`src/rtl/bus_drvr_fifo_if_pkg.sv`:
```
// Bus word field definitions shared by the driver buffers, the bus
// generator/arbiter and the 5-driver bus wrapper.
package bus_drvr_fifo_if_pkg;

    // Word width used on the parallel bus.
    localparam int BUS_BITS = 32;

    // The destination ID is held in the top byte of every bus word.
    localparam int DEST_MSB = BUS_BITS - 1;
    localparam int DEST_LSB = BUS_BITS - 8;

    // Destination that addresses every driver on the bus.
    localparam logic [7:0] BROADCAST_ID = 8'hFF;

    // Return the destination ID field of a bus word.
    function automatic logic [7:0] get_dest(input logic [BUS_BITS-1:0] word);
        return word[DEST_MSB:DEST_LSB];
    endfunction

endpackage

```
`src/rtl/bus_drvr_fifo_if_if.sv`:
```
// Handshake bundle between one driver port, its client and the bus arbiter.
// The slave modport is the buffering stage; the master modport is the
// environment (client plus arbiter) that drives it.
interface bus_drvr_fifo_if_if #(
    parameter int bits = 32
);
    // Client transmit side
    logic            tx_valid;
    logic            tx_ready;
    logic [bits-1:0] tx_data;
    // Arbiter side
    logic            pndng;
    logic            pop;
    logic [bits-1:0] D_pop;
    logic            push;
    logic [bits-1:0] D_push;
    // Client receive side
    logic            rx_valid;
    logic            rx_ready;
    logic [bits-1:0] rx_data;
    // Receive status
    logic            rx_ovf;
    logic [7:0]      rx_drop_cnt;
    logic            rx_misroute;

    modport slave (
        input  tx_valid, tx_data, pop, push, D_push, rx_ready,
        output tx_ready, pndng, D_pop, rx_valid, rx_data,
               rx_ovf, rx_drop_cnt, rx_misroute
    );

    modport master (
        output tx_valid, tx_data, pop, push, D_push, rx_ready,
        input  tx_ready, pndng, D_pop, rx_valid, rx_data,
               rx_ovf, rx_drop_cnt, rx_misroute
    );

endinterface

```
`src/rtl/bus_drvr_fifo_if_sync_fifo_fwft.sv`:
```
// First-word fall-through synchronous FIFO. A read request on an empty FIFO
// is ignored; a write to a full FIFO is accepted only when a read frees the
// slot in the same cycle. The head word reads as zero while empty.
module sync_fifo_fwft #(
    parameter int bits  = 32,
    parameter int depth = 16
) (
    input  logic                    clk,
    input  logic                    reset,
    input  logic                    wr_en,
    input  logic                    rd_en,
    input  logic [bits-1:0]         wr_data,
    output logic [bits-1:0]         rd_data,
    output logic                    full,
    output logic                    empty,
    output logic [$clog2(depth):0]  count
);

    localparam int AW = $clog2(depth);
    localparam logic [AW:0]   FULL_CNT = (AW + 1)'(depth);
    localparam logic [AW:0]   CNT_ONE  = (AW + 1)'(1);
    localparam logic [AW-1:0] PTR_ONE  = AW'(1);

    logic [bits-1:0] mem_r [depth];
    logic [AW-1:0]   wr_ptr_r;
    logic [AW-1:0]   rd_ptr_r;
    logic [AW:0]     count_r;
    logic            do_rd_s;
    logic            do_wr_s;

    assign full    = (count_r == FULL_CNT);
    assign empty   = (count_r == {(AW + 1){1'b0}});
    assign count   = count_r;
    assign do_rd_s = rd_en & ~empty;
    assign do_wr_s = wr_en & (~full | do_rd_s);

    // Storage array; contents are don't-care after reset so it has none.
    always_ff @(posedge clk) begin
        if (do_wr_s) begin
            mem_r[wr_ptr_r] <= wr_data;
        end
    end

    // Pointers wrap modulo depth; occupancy holds on simultaneous read+write.
    always_ff @(posedge clk or negedge reset) begin
        if (!reset) begin
            wr_ptr_r <= {AW{1'b0}};
            rd_ptr_r <= {AW{1'b0}};
            count_r  <= {(AW + 1){1'b0}};
        end else begin
            if (do_wr_s) begin
                wr_ptr_r <= wr_ptr_r + PTR_ONE;
            end
            if (do_rd_s) begin
                rd_ptr_r <= rd_ptr_r + PTR_ONE;
            end
            case ({do_wr_s, do_rd_s})
                2'b10:   count_r <= count_r + CNT_ONE;
                2'b01:   count_r <= count_r - CNT_ONE;
                default: count_r <= count_r;
            endcase
        end
    end

    // Fall-through head word, forced to zero while the FIFO is empty.
    always_comb begin
        rd_data = {bits{1'b0}};
        if (empty) begin
            rd_data = {bits{1'b0}};
        end else begin
            rd_data = mem_r[rd_ptr_r];
        end
    end

endmodule

```
`src/rtl/bus_drvr_fifo_if.sv`:
```
// Driver-side buffering stage: TX queue toward the arbiter, RX queue from
// the arbiter, with receive overflow counting and misroute detection.
module bus_drvr_fifo_if
    import bus_drvr_fifo_if_pkg::*;
#(
    parameter int         bits      = 32,
    parameter int         depth     = 16,
    parameter logic [7:0] id        = 8'd0,
    parameter logic [7:0] broadcast = 8'hFF
) (
    input logic               clk,
    input logic               reset,
    bus_drvr_fifo_if_if.slave bif
);

    localparam int CW = $clog2(depth) + 1;

    logic            tx_full_s;
    logic            tx_empty_s;
    logic [CW-1:0]   tx_count_s;
    logic            tx_wr_s;
    logic            rx_full_s;
    logic            rx_empty_s;
    logic [CW-1:0]   rx_count_s;
    logic            rx_rd_s;
    logic            rx_drop_s;
    logic            rx_store_s;
    logic            rx_misroute_s;
    logic [7:0]      dest_s;
    logic            rx_ovf_r;
    logic [7:0]      rx_drop_cnt_r;
    logic            rx_misroute_r;
    logic            unused_count_s;

    // A full TX queue refuses writes even when the arbiter pops in the same
    // cycle, so the client sees a ready that depends only on occupancy.
    assign tx_wr_s = bif.tx_valid & ~tx_full_s;

    sync_fifo_fwft #(
        .bits  (bits),
        .depth (depth)
    ) u_tx_fifo (
        .clk     (clk),
        .reset   (reset),
        .wr_en   (tx_wr_s),
        .rd_en   (bif.pop),
        .wr_data (bif.tx_data),
        .rd_data (bif.D_pop),
        .full    (tx_full_s),
        .empty   (tx_empty_s),
        .count   (tx_count_s)
    );

    // The RX queue may take a push while full if the client reads that cycle.
    sync_fifo_fwft #(
        .bits  (bits),
        .depth (depth)
    ) u_rx_fifo (
        .clk     (clk),
        .reset   (reset),
        .wr_en   (bif.push),
        .rd_en   (bif.rx_ready),
        .wr_data (bif.D_push),
        .rd_data (bif.rx_data),
        .full    (rx_full_s),
        .empty   (rx_empty_s),
        .count   (rx_count_s)
    );

    assign bif.tx_ready    = ~tx_full_s;
    assign bif.pndng       = ~tx_empty_s;
    assign bif.rx_valid    = ~rx_empty_s;
    assign bif.rx_ovf      = rx_ovf_r;
    assign bif.rx_drop_cnt = rx_drop_cnt_r;
    assign bif.rx_misroute = rx_misroute_r;

    // Occupancy counts are only needed by the FIFOs' own flags here.
    assign unused_count_s = ^{tx_count_s, rx_count_s};

    // Classify each push: dropped (no room, no read) or stored, and whether a
    // stored word was addressed to someone else.
    always_comb begin
        rx_rd_s       = bif.rx_ready & ~rx_empty_s;
        dest_s        = get_dest(bif.D_push);
        rx_drop_s     = 1'b0;
        rx_store_s    = 1'b0;
        rx_misroute_s = 1'b0;
        if (bif.push) begin
            rx_drop_s  = rx_full_s & ~rx_rd_s;
            rx_store_s = ~rx_drop_s;
        end else begin
            rx_drop_s  = 1'b0;
            rx_store_s = 1'b0;
        end
        if (rx_store_s && (dest_s != id) && (dest_s != broadcast)) begin
            rx_misroute_s = 1'b1;
        end else begin
            rx_misroute_s = 1'b0;
        end
    end

    // Sticky receive status and saturating drop counter; cleared only by reset.
    always_ff @(posedge clk or negedge reset) begin
        if (!reset) begin
            rx_ovf_r      <= 1'b0;
            rx_drop_cnt_r <= 8'd0;
            rx_misroute_r <= 1'b0;
        end else begin
            if (rx_drop_s) begin
                rx_ovf_r <= 1'b1;
                if (rx_drop_cnt_r != 8'hFF) begin
                    rx_drop_cnt_r <= rx_drop_cnt_r + 8'd1;
                end
            end
            if (rx_misroute_s) begin
                rx_misroute_r <= 1'b1;
            end
        end
    end

endmodule

```
`src/flat_wrapper.sv`:
```
// flat-port wrapper written by rule: the top's interface ports become plain ports
module bus_drvr_fifo_if_flat import bus_drvr_fifo_if_pkg::*;
#(
    parameter int         bits      = 32,
    parameter int         depth     = 16,
    parameter logic [7:0] id        = 8'd0,
    parameter logic [7:0] broadcast = 8'hFF
)
  (clk, reset, bif_tx_valid, bif_tx_data, bif_pop, bif_push, bif_D_push, bif_rx_ready, bif_tx_ready, bif_pndng, bif_D_pop, bif_rx_valid, bif_rx_data, bif_rx_ovf, bif_rx_drop_cnt, bif_rx_misroute);
  bus_drvr_fifo_if_if #(.bits(bits)) bif_i ();
  input logic clk;
  input logic reset;
  input wire logic [$bits(bif_i.tx_valid)-1:0] bif_tx_valid;
  input wire logic [$bits(bif_i.tx_data)-1:0] bif_tx_data;
  input wire logic [$bits(bif_i.pop)-1:0] bif_pop;
  input wire logic [$bits(bif_i.push)-1:0] bif_push;
  input wire logic [$bits(bif_i.D_push)-1:0] bif_D_push;
  input wire logic [$bits(bif_i.rx_ready)-1:0] bif_rx_ready;
  output wire logic [$bits(bif_i.tx_ready)-1:0] bif_tx_ready;
  output wire logic [$bits(bif_i.pndng)-1:0] bif_pndng;
  output wire logic [$bits(bif_i.D_pop)-1:0] bif_D_pop;
  output wire logic [$bits(bif_i.rx_valid)-1:0] bif_rx_valid;
  output wire logic [$bits(bif_i.rx_data)-1:0] bif_rx_data;
  output wire logic [$bits(bif_i.rx_ovf)-1:0] bif_rx_ovf;
  output wire logic [$bits(bif_i.rx_drop_cnt)-1:0] bif_rx_drop_cnt;
  output wire logic [$bits(bif_i.rx_misroute)-1:0] bif_rx_misroute;
  assign bif_i.tx_valid = bif_tx_valid;
  assign bif_i.tx_data = bif_tx_data;
  assign bif_i.pop = bif_pop;
  assign bif_i.push = bif_push;
  assign bif_i.D_push = bif_D_push;
  assign bif_i.rx_ready = bif_rx_ready;
  assign bif_tx_ready = bif_i.tx_ready;
  assign bif_pndng = bif_i.pndng;
  assign bif_D_pop = bif_i.D_pop;
  assign bif_rx_valid = bif_i.rx_valid;
  assign bif_rx_data = bif_i.rx_data;
  assign bif_rx_ovf = bif_i.rx_ovf;
  assign bif_rx_drop_cnt = bif_i.rx_drop_cnt;
  assign bif_rx_misroute = bif_i.rx_misroute;
  bus_drvr_fifo_if #(.bits(bits), .depth(depth), .id(id), .broadcast(broadcast)) u_core (.clk(clk), .reset(reset), .bif(bif_i));
endmodule
```
`config.mk`:
```
export PLATFORM = sky130hd
export DESIGN_NAME = bus_drvr_fifo_if_flat
export DESIGN_NICKNAME = d
export VERILOG_FILES = /design/src/rtl/bus_drvr_fifo_if_pkg.sv /design/src/rtl/bus_drvr_fifo_if_if.sv /design/src/rtl/bus_drvr_fifo_if_sync_fifo_fwft.sv /design/src/rtl/bus_drvr_fifo_if.sv /design/src/flat_wrapper.sv
export SDC_FILE = /design/constraint.sdc
export NUM_CORES = 1
export LEC_CHECK = 0
export ABC_CLOCK_PERIOD_IN_PS = 4100
export BUFFER_PORTS_ARGS = -buffer_cell sky130_fd_sc_hd__clkbuf_2
export CORE_MARGIN = 5
export CORE_UTILIZATION = 48
export DETAILED_ROUTE_END_ITERATION = 16
export GPL_ROUTABILITY_DRIVEN = 0
export PLACE_DENSITY = 0.76
export SYNTH_ARGS = -nofsm -noshare
export SYNTH_HDL_FRONTEND = slang
export SYNTH_SLANG_ARGS = --single-unit
```
`constraint.sdc`:
```
create_clock -name clk -period 4.1 [get_ports clk]
set_clock_uncertainty 0.1 [all_clocks]
set_input_delay 0.205 -clock clk [delete_from_list [all_inputs] [get_ports clk]]
set_output_delay 0.205 -clock clk [all_outputs]
set_load 0.02 [all_outputs]
```
==> flow_metrics.tcl <==
set metrics [dict create \
    status "complete, no violations" \
    yosysSeqAreaShare 0.7692 \
    final_cell_mix "edfxtp_1 (1024), mux4_2 (256), clkbuf_2 (146), clkbuf_16 (103), nand3_1 (101)" \
    cp_max_fo 18 \
    dp_cells 3122 \
    netlist_instances 1871 \
    syn_area_um2 41150 \
    hold_class "in -> async" \
    ios 147 \
    crit_arrival_ns 3.29 \
    period_share 0.8758 \
    antenna_left 0 \
    start_kind "flop" \
    dp_hpwl_mm 49.73 \
    cts.htree.levels 3 \
    clock_sinks 1060 \
    drc_errors 0 \
    syn-mean-instance-area_um2 21.99 \
    fmax_ghz 0.2785 \
    initial_core_util 0.4833 \
    post_drt_via_cell_ratio 5.954 \
    timing.final.max_slew_violations 0 \
    p_leak_nw 15.48 \
    slew_headroom 0.3095 \
    synth_nets 1961 \
    die_x_um 302.8 \
    ys_seq_elements 1060 \
    hold_viol 0 \
    finalSetupViolCount 0 \
    rsz0062_at_grt "no" \
    ys.flop_type "edfxtp_1" \
    nNetsFinal 2243 \
    numCtsBuffers 103 \
    ys_types 47 \
    irDropWorstVdd_mv 0.6129 \
    final_common_cell "edfxtp_1" \
    cts_resized 0 \
    power_density_nw_per_um2 703.9 \
    maxCapViolations 0 \
    path_buf_inv 2 \
    grt_overflow 0 \
    track_usage 0.1994 \
    path_class "reg -> out" \
    grt_first_pass_wirelength_mm 136.1 \
    cts_tree "done" \
    setup_ws_ns 0.5092 \
    holdWs_ns 0.1879 \
    cts_root_buf "clkbuf_16" \
    final_cells 3386 \
    worstPathRequired_ns 3.80 \
    worst_setup_path_end_kind "output port" \
    critPathMaxStageDelay_ns 0.62 \
    cp_top_family "compound AO/OA/AOI/OAI gates" \
    clk_latency_ns 0.68 \
    async_reset_ff_frac 0.03396 \
    drt-initial-drc-count 2085 \
    row_count 107 \
    synth-edff-count 1024 \
    wl_per_cell_um 26.80 \
    crit_path_top_delay_cell "or4_4" \
    cts.clk_slew.worst_paths_ns 0.06 \
    grt_max_degree 66 \
    pre_cts_ws_ns 0.9287 \
    clockBufferDepth 3 \
    yosys_warnings 0 \
    grt_pass1_vias 21340 \
    core_um2 85150 \
    finalSetupTns_ns 0 \
    crit_chain "or4_4, o211ai_4, buf_4, nor2b_1, a221o_1, clkbuf_2" \
    drt_wl_total_mm 90.74 \
    first_pass_iters 5 \
    dieArea_um2 91680 \
    worstMarginPinSlew_ns 1.036 \
    area_delta_synth_final_pct 16.16 \
    min_period_ns 3.591 \
    port_buffers 146 \
    antenna_found_initial 7 \
    die-height_um 302.8 \
    num_vias 20160 \
    drive_gt1_frac 0.3287 \
]
==> power breakdown <==
group	switching, W	leakage (nW)	internal, W
logic	0.00584	4.17	0.00459
registers	0.000815	9.68	0.0131
clock network	0.00404	1.63	0.00529
total	0.0107	15.5	0.0230
==> stage by stage <==
step | utilization | instance area (µm²) | power (W)
after floorplan | - | 41150 | 0.02108
after global placement | 0.5138 | 43750 | 0.02423
after detailed placement | 0.5138 | 43750 | 0.02450
after CTS | 0.5613 | 47790 | 0.03394
after global routing | 0.5614 | 47800 | 0.03509
final | 0.5614 | 47800 | 0.03365
==> final cells by class <==
type | instances | area, µm²
sequential | 1060 | 31670
timing repair buffer | 281 | 2145
clock inverter | 68 | 693.2
inverter | 11 | 41.29
fill | 6060 | 37350
clock buffer | 123 | 2653
multi-input combinational | 696 | 9163
antenna | 3 | 7.507
tap | 1144 | 1431
==> worst register-to-register path, stage by stage, from the launching register on <==
cell and delay, ns:
dfrtp_1 0.46, nor4_4 0.56, a21boi_1 0.37, inv_1 0.13, ha_1 0.36, ha_1 0.34
a21oi_1 0.27, o21ai_0 0.15, o311ai_0 0.35
==> logic make-up (layout without fill, tap and decap cells) <==
group | count (synthesis) | count (layout) | synth area share
buffers and inverters | 115 | 483 | 0.01441
xor gates and xnor gates | 27 | 27 | 0.005747
adders and majority gates | 20 | 20 | 0.006264
other | 0 | 3 | 0
muxes | 325 | 325 | 0.1590
and+or+nand+nor | 265 | 265 | 0.03293
DFF | 1060 | 1060 | 0.7692
AOI/OAI and AO/OA | 59 | 59 | 0.01250
==> synthesized netlist by cell type, drive strengths merged (15+ instances only) <==
cell type | count | area (µm²)
a221o | 32 | 320.3
buf | 72 | 431.7
clkbuf | 32 | 120.1
dfrtp | 36 | 900.9
edfxtp | 1024 | 30750
ha | 19 | 237.7
mux2 | 69 | 777.0
mux4 | 256 | 5766
nand2 | 55 | 206.5
nand3 | 102 | 515.5
nor2 | 30 | 112.6
nor2b | 35 | 219.0
xnor2 | 15 | 131.4
==> what timing repair did <==
action / in CTS / in global routing
hold buffers: 70 / 0
endpoints found under the setup margin: 0 / 0
hold endpoints to repair: 1076 / 0
buffers inserted: 0 / 0
==> state kept, by name, indices dropped and copies added, names as in the netlist, 4 cells and up <==
| name | cells |
|---|---|
| u_core.bif.rx_drop_cnt | 8 |
| u_core.u_tx_fifo.mem_r | 512 |
| u_core.u_tx_fifo.count | 5 |
| u_core.u_rx_fifo.mem_r | 512 |
| u_core.u_tx_fifo.rd_ptr_r | 4 |
| u_core.u_rx_fifo.count | 5 |
| u_core.u_rx_fifo.wr_ptr_r | 4 |
| u_core.u_tx_fifo.wr_ptr_r | 4 |
| u_core.u_rx_fifo.rd_ptr_r | 4 |
==> per-layer routing <==
metal,track usage,vias to the layer above,part of all wire
li1,-,8384,-
met1,0.2587,10580,0.37
met2,0.3437,1027,0.52
met3,0.04315,158,0.085
met4,0.05775,8,0.026
met5,0,-,0.00062
==> path summary, 6_finish.rpt <==
check | slack (ns) | start | cells past startpoint | end
worst min-delay path | 0.19 | reset | 2 | u_core.u_tx_fifo.rd_ptr_r[2]
min in group clk | 0.37 | bif_tx_data[12] | 2 | u_core.u_tx_fifo.mem_r[10][12]
worst max-delay path | 0.51 | u_core.u_tx_fifo.count[2] | 6 | bif_D_pop[6]
worst min register to register | 0.42 | u_core.bif.rx_drop_cnt[5] | 1 | u_core.bif.rx_drop_cnt[5]
worst max register to register | 0.88 | u_core.u_rx_fifo.count[0] | 8 | u_core.u_rx_fifo.count[4]
max in group asynchronous | 2.96 | reset | 2 | u_core.u_rx_fifo.rd_ptr_r[1]
Power figures use the tool's default switching activity.
